$ cat src/rtl/uart_pkg.sv
// rtl/uart_pkg.sv - shared UART width and transmit-queue FSM encodings
package uart_pkg;

  localparam int UART_DATA_WIDTH = 8;

  typedef enum logic [1:0] {
    s_IDLE      = 2'd0,
    s_LAUNCH    = 2'd1,
    s_WAIT_DONE = 2'd2
  } queueState_t;

endpackage

$ cat src/rtl/sync_fifo.sv
// rtl/sync_fifo.sv - single-clock circular FIFO with registered read on pop
module sync_fifo #(
  parameter int WIDTH      = 8,
  parameter int DEPTH      = 16,
  parameter int ADDR_WIDTH = 4
) (
  input  logic                  i_clock,
  input  logic                  i_reset,
  input  logic                  i_push,
  input  logic [WIDTH-1:0]      i_pushData,
  input  logic                  i_pop,
  output logic [WIDTH-1:0]      o_popData,
  output logic                  o_full,
  output logic                  o_empty,
  output logic [ADDR_WIDTH:0]   o_count
);

  logic [WIDTH-1:0]    mem [DEPTH];
  logic [ADDR_WIDTH:0] wrPtr;
  logic [ADDR_WIDTH:0] rdPtr;
  logic                pushOk;
  logic                popOk;

  // Extra pointer MSB distinguishes a full ring from an empty one.
  assign o_empty = (wrPtr == rdPtr);
  assign o_full  = (wrPtr[ADDR_WIDTH] != rdPtr[ADDR_WIDTH]) &&
                   (wrPtr[ADDR_WIDTH-1:0] == rdPtr[ADDR_WIDTH-1:0]);
  assign o_count = wrPtr - rdPtr;

  assign popOk  = i_pop && !o_empty;
  assign pushOk = i_push && (!o_full || popOk);

  always_ff @(posedge i_clock) begin
    if (pushOk) begin
      mem[wrPtr[ADDR_WIDTH-1:0]] <= i_pushData;
    end
  end

  always_ff @(posedge i_clock) begin
    if (i_reset) begin
      wrPtr     <= '0;
      rdPtr     <= '0;
      o_popData <= '0;
    end else begin
      if (pushOk) begin
        wrPtr <= wrPtr + 1'b1;
      end
      if (popOk) begin
        o_popData <= mem[rdPtr[ADDR_WIDTH-1:0]];
        rdPtr     <= rdPtr + 1'b1;
      end
    end
  end

endmodule

$ cat src/rtl/uart_tx_queue.sv
// rtl/uart_tx_queue.sv - byte queue feeding uart_tx; UART_TX_QUEUE_OVERFLOW_EN enables sticky overflow
module uart_tx_queue
  import uart_pkg::*;
#(
  parameter int DEPTH      = 16,
  parameter int ADDR_WIDTH = 4
) (
  input  logic                       i_clock,
  input  logic                       i_reset,
  input  logic                       i_wrEn,
  input  logic [UART_DATA_WIDTH-1:0] i_wrData,
  input  logic                       i_clearOverflow,
  output logic                       o_full,
  output logic                       o_empty,
  output logic [ADDR_WIDTH:0]        o_count,
  output logic                       o_overflow,
  output logic                       o_txBegin,
  output logic [UART_DATA_WIDTH-1:0] o_txData,
  input  logic                       i_txBusy,
  input  logic                       i_txDone
);

  queueState_t state;
  queueState_t nextState;
  logic        pop;
  logic        dropWrite;

  sync_fifo #(
    .WIDTH      (UART_DATA_WIDTH),
    .DEPTH      (DEPTH),
    .ADDR_WIDTH (ADDR_WIDTH)
  ) fifo (
    .i_clock    (i_clock),
    .i_reset    (i_reset),
    .i_push     (i_wrEn),
    .i_pushData (i_wrData),
    .i_pop      (pop),
    .o_popData  (o_txData),
    .o_full     (o_full),
    .o_empty    (o_empty),
    .o_count    (o_count)
  );

  always_ff @(posedge i_clock) begin
    if (i_reset) begin
      state <= s_IDLE;
    end else begin
      state <= nextState;
    end
  end

  // Launch waits on the registered empty flag, so a fresh byte is never popped in its write cycle.
  always_comb begin
    nextState = state;
    pop       = 1'b0;
    case (state)
      s_IDLE: begin
        if (!o_empty && !i_txBusy) begin
          pop       = 1'b1;
          nextState = s_LAUNCH;
        end
      end
      s_LAUNCH: begin
        nextState = s_WAIT_DONE;
      end
      s_WAIT_DONE: begin
        if (i_txDone) begin
          nextState = s_IDLE;
        end
      end
      default: begin
        nextState = s_IDLE;
      end
    endcase
  end

  assign o_txBegin = (state == s_LAUNCH);

  // A full queue still takes a write when the head leaves in the same cycle.
  assign dropWrite = i_wrEn && o_full && !pop;

`ifdef UART_TX_QUEUE_OVERFLOW_EN
  logic overflowReg;

  always_ff @(posedge i_clock) begin
    if (i_reset) begin
      overflowReg <= 1'b0;
    end else if (dropWrite) begin
      overflowReg <= 1'b1;
    end else if (i_clearOverflow) begin
      overflowReg <= 1'b0;
    end
  end

  assign o_overflow = overflowReg;
`else
  logic unusedBits;

  assign unusedBits = i_clearOverflow ^ dropWrite;
  assign o_overflow = 1'b0;
`endif

endmodule
$ cat config.mk
export PLATFORM = sky130hd
export DESIGN_NAME = uart_tx_queue
export DESIGN_NICKNAME = d
export VERILOG_FILES = /design/src/rtl/uart_pkg.sv /design/src/rtl/sync_fifo.sv /design/src/rtl/uart_tx_queue.sv
export SDC_FILE = /design/constraint.sdc
export NUM_CORES = 1
export LEC_CHECK = 0
export ABC_AREA = 1
export ABC_CLOCK_PERIOD_IN_PS = 4500
export BUFFER_PORTS_ARGS = -buffer_cell sky130_fd_sc_hd__buf_2
export CAP_MARGIN = 15
export CORE_UTILIZATION = 30
export CTS_CLUSTER_DIAMETER = 50
export DETAILED_ROUTE_END_ITERATION = 12
export PLACE_DENSITY_LB_ADDON = 0.12
export SLEW_MARGIN = 30
export SYNTH_ARGS = -nofsm -noshare
export SYNTH_HDL_FRONTEND = slang
export SYNTH_SLANG_ARGS = --single-unit
$ cat constraint.sdc
create_clock -name i_clock -period 4.5 [get_ports i_clock]
set_input_delay 0.45 -clock i_clock [delete_from_list [all_inputs] [get_ports i_clock]]
set_output_delay 0.45 -clock i_clock [all_outputs]
set_load 0.1 [all_outputs]
After elaboration in Yosys (flattened, before gate mapping)
Memories as Yosys holds them, arrays and structs flattened. A register that Yosys moved wholly into a read port is not among the register bits.
Index checks and enable logic that the tools add are counted.

storage, ports and cells
  bits in latches = 0
  bits of input ports = 14
  register bits = 12
  ROM bits = 0
  logic and storage cells = 31
  memory bits (writable) = 128
  memories kept = 1

operators by class
  multipliers = 0
  order comparisons = 0
  divide/modulo/power cells = 0
  eq/ne operators = 7
  bitwise operators = 0
  reduce and logical (&&, ||, !) cells = 10
  shift operators = 0
  muxes and demuxes = 7
  add/subtract/negate cells = 3

memories
  name      words  bits a word  rd ports  clocked after Yosys merged registers in  write ports  line             text
  fifo.mem  16     8            1         1                                        1            sync_fifo.sv:18  logic [WIDTH-1:0] mem [DEPTH];

operator list
  operator                                                          number
  5-bit by 1-bit adder with 5-bit output (second input constant)    2
  2-bit one-hot mux with 3 select lines                             1
  5-bit == test                                                     1
  5-bit subtractor                                                  1
  4-bit == test                                                     1
  1-bit logical AND                                                 4
  1-bit 2-to-1 mux                                                  4
  2-bit 2-to-1 mux                                                  2
  2-bit inequality test (second input constant)                     2
  1-bit zero test                                                   3
  2-bit by 1-bit == test with 1-bit output (second input constant)  1
  2-bit == test (second input constant)                             1
  2-bit zero test                                                   1
  2-bit AND reduction                                               1
  1-bit logical OR                                                  1
  1-bit inequality test                                             1

Depth between registers and ports, before layout
Gate-level depths: netlist (run 1).

  depth in word-level cells = 10
  mapped depth = 14

Cells and area by module
From an unflattened synthesis (run 1), not the netlist that was laid out.

second synthesis, totals
  cells, all modules = 653
  area total of the unflattened synthesis = 6551.3 µm²

modules (own cells, without submodules)
  module         area each (µm²)  sequential area each (µm²)  instances  cells an instance
  sync_fifo      6447.4           4204.0                      1          638
  uart_tx_queue  103.8            40.0                        1          15

Worst setup path after synthesis (run 1)
No wires, ideal clock.

  path kind = register -> output
  start point = reg fifo.rdPtr[2]
  end point = out o_count[4]
  arrival = 2795 ps
  cell stages (with the launch flop) = 8
  slack = 1255 ps
  required time = 4050 ps
  cell sequence = dfxtp_1 > buf_2 > buf_2 > inv_1 > ha_1 > nand2_1 > o21ai_0 > xor2_1

between the ends
  cells in the longest elaborated chain, start to end = 1

RTL lines
  what                      line                 text
  start: declaration        sync_fifo.sv:20      logic [ADDR_WIDTH:0] rdPtr;
  start signal: assignment  sync_fifo.sv:50      rdPtr <= rdPtr + 1'b1;
  5-bit subtractor          sync_fifo.sv:28      assign o_count = wrPtr - rdPtr;
  end: declaration          uart_tx_queue.sv:15  output logic [ADDR_WIDTH:0] o_count,

No other way between the ends.

Worst setup path after layout (run 1)
  start point = reg fifo.rdPtr[0]
  end point = out o_count[4]

Same word-level chain as after synthesis.

==> impl_metrics.env, run 1 <==
export IMPL_yosysTopAreaCellShare_pct=57.5
export IMPL_place_gp_congestion=0.772
export IMPL_cts_sinks=148
export IMPL_grt_pass1_wl_um=25800
export IMPL_max_freq_mhz=336
export IMPL_fin_crit_sh_pct=66.2
export IMPL_r2r_slack_ns=1.55
export IMPL_synth_sequential_area_ratio_pct=63.5
export IMPL_status="finished clean"
export IMPL_grt_max_degree=43
export IMPL_ir_worst_vdd_mv=0.273
export IMPL_synthesis_nets=705
export IMPL_cap_violations=0
export IMPL_synth_edff_count=128
export IMPL_portBuffers=28
export IMPL_via_per_inst=4.45
export IMPL_slew_headroom_pct=40.9
export IMPL_cts_tree="done"
export IMPL_numCtsBuffers=17
export IMPL_initial_utilization_pct=30.6
export IMPL_synth_area_leaders="edfxtp_1, nand2_1, nand3_1"
export IMPL_drc=0
export IMPL_fin_cells=1001
export IMPL_htree_levels=4
export IMPL_die_h_um=151
export IMPL_p_leak_nw=3.28
export IMPL_slew_viol_final=0
export IMPL_clock_skew_ns=0.0114
export IMPL_yosys_cell_types_count=31
export IMPL_grt_overflow_total=0
export IMPL_core_um2=21800
export IMPL_wire_per_inst_um=16.9
export IMPL_async_reset_ff_share_pct=0
export IMPL_drt_initial_drc_count=327
export IMPL_finalCriticalPeriod_ns=2.98
export IMPL_nNetsFinal=732
export IMPL_ctsResizeCount=0
export IMPL_netlist_instances=681
export IMPL_critPathKind="register to output port"
export IMPL_yosysWarnings=0
export IMPL_final_antenna_net_count=0
export IMPL_clk_latency_ns=0.42
export IMPL_antenna_found_initial=0
export IMPL_finalInstanceArea_um2=7740
export IMPL_die_area_um2=22900
export IMPL_yosysTopAreaCell="edfxtp_1"
export IMPL_critPathMaxStageDelay_ns=0.44
export IMPL_drive_above_1_share_pct=12.2
export IMPL_crit_path_cell_trace="buf_4 > ha_1 > fa_1 > o21ai_0 > xor2_1 > buf_2"
export IMPL_vias=4450
export IMPL_ys_top_cells_by_count="nand2_1, edfxtp_1, inv_1"
export IMPL_rsz0062_at_grt="false"
export IMPL_r2r_end="fifo.mem[4][1]$_DFFE_PP_"
export IMPL_dpl_cell_count=969
export IMPL_end_kind="output port"
export IMPL_holdCritStartpoint="i_reset"
export IMPL_dieWidth_um=151
export IMPL_setup_tns_final_ns=0
export IMPL_r2r_cells=12
export IMPL_yosysMostFrequentCell="nand2_1"
export IMPL_yosys_most_used_dff="edfxtp_1"
export IMPL_grt_pass1_vias=4425
export IMPL_whs_path_depth=2
export IMPL_clock_path_buffers=2
export IMPL_avgSynthCellArea_um2=9.81
export IMPL_drtPass1Iterations=5
export IMPL_rows=54
export IMPL_ios=31
export IMPL_diodes=0
export IMPL_crit_slowest_cell="buf_2"
export IMPL_setup_viol=0
export IMPL_cp_max_fo=38
export IMPL_postCtsSetupBuffers=0
export IMPL_wirelength_um=17000
export IMPL_grt_usage_pct=16.0
export IMPL_worst_slew_pin_slew_ns=0.883
export IMPL_cts_clk_slew_worst_paths_ns=0.06
export IMPL_place_area_um2=7090
export IMPL_root_buffer="clkbuf_16"
export IMPL_critPathRequiredTime_ns=4.05
export IMPL_p_per_area_nw_per_um2=509
export IMPL_final_hold_viol_count=0
export IMPL_dp_hpwl_um=10800
export IMPL_cp_start_kind="register"
export IMPL_synth_seq_cells=148
export IMPL_syn_to_final_growth_pct=15.9
export IMPL_hold_buffers=0
export IMPL_r2r_start="fifo.rdPtr[2]$_SDFFE_PP0P_"
export IMPL_fill_cells=2176
export IMPL_min_delay_worst_endpoint="fifo.wrPtr[4]$_SDFFE_PP0P_"
export IMPL_arrival_ns=2.53
export IMPL_min_path_type="primary input to register"
export IMPL_netlist_area_um2=6680
layer usage:
layer / wire length (µm) / global-route usage, % / vias to the layer above
li1: - / - / 2235
met1: 8000 / 21.1 / 2134
met2: 8100 / 26.0 / 71
met3: 677 / 2.98 / 10
met4: 184 / 5.90 / 0
met5: 0 / 0 / -
worst max-delay path by stage:
stage,cells after the start,startpoint,end
floorplan,7,fifo.rdPtr[2]$_SDFFE_PP0P_,o_count[4]
global placement,12,fifo.rdPtr[2]$_SDFFE_PP0P_,fifo.mem[4][1]$_DFFE_PP_
detailed placement,12,fifo.rdPtr[2]$_SDFFE_PP0P_,fifo.mem[4][0]$_DFFE_PP_
CTS,6,fifo.rdPtr[0]$_SDFFE_PP0P_,o_count[4]
global route,12,fifo.rdPtr[2]$_SDFFE_PP0P_,fifo.mem[4][1]$_DFFE_PP_
finish,6,fifo.rdPtr[0]$_SDFFE_PP0P_,o_count[4]
cell families after synthesis:
logic type               count (synthesis)  synth area share [%]
AND/OR/NAND/NOR                        346                  22.8
adder cells (fa/ha/maj)                 10                  1.99
XOR/XNOR                                 7                 0.918
other                                    1                0.0561
buffers and inverters                  146                  8.88
AO/OA/AOI/OAI                           23                  1.82
flip-flops                             148                  63.5
cell type report:
| type | instances | area (µm²) | share of cell area [%] |
|---|---|---|---|
| clock inverter | 8 | 145 | 1.88 |
| clock buffer | 24 | 502 | 6.48 |
| tap | 280 | 350 | 4.53 |
| multi-input combinational | 387 | 1840 | 23.8 |
| inverter | 117 | 447 | 5.77 |
| sequential | 148 | 4250 | 54.9 |
| timing repair buffer | 37 | 208 | 2.68 |
through the flow:
stage / setup WS [ns] / util (%) / total power, W / hold WS, ns
detailed placement: 1.51 / 32.5 / 0.00244 / 0.483
finish: 1.52 / 35.5 / 0.00394 / 0.308
global route: 1.36 / 35.5 / 0.00410 / 0.299
floorplan: 1.25 / - / 0.00223 / 0.455
CTS: 1.48 / 35.5 / 0.00398 / 0.291
global placement: 1.62 / 32.5 / 0.00243 / 0.480
layout by cell type (no fill, tap or decap), types with 7 or more instances in the layout:
cell type / instances
ha_1: 9
o21ai_0: 12
dfxtp_1: 19
nand2_1: 175
buf_2: 28
clkbuf_16: 17
edfxtp_1: 128
a21oi_1: 7
nor2_1: 53
buf_4: 9
nand3_1: 96
inv_1: 112
sequential cells by signal, indices dropped and copies added, names as in the netlist:
register and count:
fifo.wrPtr 5, fifo.o_popData 8, state 2, fifo.mem 128, fifo.rdPtr 5
report_power, final:
group / switching, W / internal, W
combinational: 0.000673 / 0.000174
clock: 0.000543 / 0.00100
sequential: 0.0000210 / 0.00153
critical path: cells and delay by family (launching register included):
kind                     cells  cell delay [ns]
adder cells (fa/ha/maj)      2             0.70
buffers and inverters        2             0.69
flip-flops                   1             0.32
AO/OA/AOI/OAI                1             0.25
XOR/XNOR                     1             0.15
No activity file was read; power rests on OpenSTA's default activity.
==> run 2, diff against run 1 <==
- ABC_CLOCK_PERIOD_IN_PS: 4500 -> 2400
- clock period: 4.5 -> 2.4 ns (I/O delays scaled with it)
==> run 2 against run 1 <==
Cell count increased by 0.80%. Hold slack worse by 0.21 ns. Utilization rose by 1.6 points. Via count decreased by 0.16%. Clock power is 79% higher. Die area unchanged. Flip-flop and latch count unchanged. Sequential share of layout area is 2.3 points lower. Count of clock-buffer cells in the layout shrank 6. Routed wire length fell by 4.3%. First-iteration DRC count is 28% lower. Sequential power grew 88%. Largest power group unchanged.
==> impl_metrics.env, run 2 (synthesis gave the netlist of run 1 again) <==
export IMPL_slew_viol_final=0
export IMPL_worst_slew_pin_slew_ns=0.736
export IMPL_r2r_end="fifo.mem[5][3]$_DFFE_PP_"
export IMPL_clock_skew_ns=0.00966
export IMPL_cts_sinks=148
export IMPL_diodes=0
export IMPL_clock_path_buffers=2
export IMPL_whs_path_depth=2
export IMPL_final_antenna_net_count=0
export IMPL_drive_above_1_share_pct=17.0
export IMPL_r2r_cells=10
export IMPL_clk_latency_ns=0.42
export IMPL_setup_viol=0
export IMPL_crit_slowest_cell="fa_2"
export IMPL_startpoint="fifo.wrPtr[0]$_SDFFE_PP0P_"
export IMPL_initial_utilization_pct=30.6
export IMPL_cts_tree="done"
export IMPL_postCtsSetupBuffers=0
export IMPL_min_delay_worst_endpoint="fifo.wrPtr[4]$_SDFFE_PP0P_"
export IMPL_cts_clk_slew_worst_paths_ns=0.06
export IMPL_p_leak_nw=3.36
export IMPL_htree_levels=4
export IMPL_grt_overflow_total=0
export IMPL_wirelength_um=16200
export IMPL_pre_cts_slack_ns=0.275
export IMPL_fin_ws_ns=0.153
export IMPL_numCtsBuffers=17
export IMPL_slew_headroom_pct=50.9
export IMPL_r2r_slack_ns=0.26
export IMPL_total_power_w=0.00747
export IMPL_grt_pass1_wl_um=25300
export IMPL_portBuffers=28
export IMPL_core_um2=21800
export IMPL_r2r_start="fifo.wrPtr[3]$_SDFFE_PP0P_"
export IMPL_min_path_type="primary input to register"
export IMPL_dp_hpwl_um=10800
export IMPL_wire_per_inst_um=16.1
export IMPL_drtPass1Iterations=5
export IMPL_arrival_ns=2.01
export IMPL_end_kind="output port"
export IMPL_critPathKind="register to output port"
export IMPL_via_per_inst=4.40
export IMPL_grt_pass1_vias=4436
export IMPL_cp_start_kind="register"
export IMPL_largest_reg_flops=128
export IMPL_root_buffer="clkbuf_16"
export IMPL_drt_initial_drc_count=235
export IMPL_nNetsFinal=741
export IMPL_max_freq_mhz=445
export IMPL_p_per_area_nw_per_um2=924
export IMPL_crit_path_cell_trace="inv_1 > ha_1 > fa_2 > o21ai_2 > xor2_2 > buf_12"
export IMPL_critPathMaxStageDelay_ns=0.39
export IMPL_holdCritStartpoint="i_reset"
export IMPL_hold_ws_ns=0.0947
export IMPL_final_cell_mix="nand2_1, edfxtp_1, inv_1"
export IMPL_die_area_um2=22900
export IMPL_die_h_um=151
export IMPL_cap_violations=0
export IMPL_vias=4443
export IMPL_fin_crit_sh_pct=93.6
export IMPL_fill_cells=2178
export IMPL_status="finished clean"
export IMPL_critPathRequiredTime_ns=2.16
export IMPL_ios=31
export IMPL_dieWidth_um=151
export IMPL_place_gp_congestion=0.749
export IMPL_rows=54
export IMPL_rsz0062_at_grt="false"
export IMPL_cp_max_fo=3
export IMPL_drc=0
export IMPL_grt_max_degree=67
export IMPL_antenna_found_initial=0
export IMPL_final_common_cell="nand2_1"
export IMPL_final_hold_viol_count=0
export IMPL_syn_to_final_growth_pct=20.9
export IMPL_finalCriticalPeriod_ns=2.25
export IMPL_ir_worst_vdd_mv=0.511
export IMPL_grt_usage_pct=15.6
[run 2: changes by cell type in the layout (fill, tap and decap cells not counted), moves of 5 or more]
cell | previous run | this run
nor2_1 | 53 | 41
clkbuf_8 | 5 | 0
clkinv_4 | 0 | 5
nor2_4 | 1 | 10
buf_4 | 9 | 17
buf_12 | 0 | 7
buf_2 | 28 | 22
[run 2: area by class of cell]
| cell class | instances | area (µm²) | area share (%) |
|---|---|---|---|
| Multi-Input combinational cell | 387 | 2040 | 25.2 |
| Tap cell | 280 | 350 | 4.34 |
| Clock buffer | 18 | 429 | 5.31 |
| Clock inverter | 13 | 185 | 2.29 |
| Timing Repair Buffer | 46 | 378 | 4.68 |
| Sequential cell | 148 | 4250 | 52.6 |
| Inverter | 117 | 449 | 5.56 |
[run 2: per-stage QoR]
step           setup TNS [ns]  cells  utilization (%)  instance area (µm²)
5_1_grt                     0   1009             37.0                 8080
3_3_place_gp                0    978             34.2                 7460
4_1_cts                     0   1009             37.0                 8070
3_5_place_dp                0    978             34.2                 7460
6_report                    0   1009             37.0                 8080
2_1_floorplan           -1.39    681                -                 6900
[run 2: worst max-delay path by stage]
stage                                     to  slack [ns]  cells past startpoint
floorplan                         o_count[4]       -0.13                      5
global placement    fifo.mem[9][1]$_DFFE_PP_        0.31                     10
detailed placement  fifo.mem[9][2]$_DFFE_PP_        0.28                     10
CTS                               o_count[4]        0.02                      6
global route                      o_count[4]        0.03                      6
finish                            o_count[4]        0.15                      6
[run 2: power by group]
| part | leakage [nW] | switching (W) | internal (W) |
|---|---|---|---|
| Sequential | 1.32 | 0.0000529 | 0.00287 |
| Combinational | 1.74 | 0.00131 | 0.000479 |
| Clock | 0.297 | 0.00103 | 0.00173 |
[run 2: worst max-delay path, delay by kind of cell (launching register included)]
family	cells	cell delay [ns]
fa+ha+maj	2	0.61
flops	1	0.33
buf+inv	2	0.27
compound gates	1	0.19
xor+xnor	1	0.19
[run 2: repair_timing]
action,4_1_cts,5_1_grt
gates resized for setup,2,2
pin swaps,0,0
hold endpoints to repair,0,0
setup endpoints to repair,1,1
hold buffers,0,0
[run 2: metal layers]
layer  GRT usage, %  vias to the layer above  wire length, µm
li1               -                     2250                -
met4           5.35                        0              298
met5              0                        -                0
met2           24.9                       57             7620
met1           20.7                     2116             7920
met3           3.49                       20              394
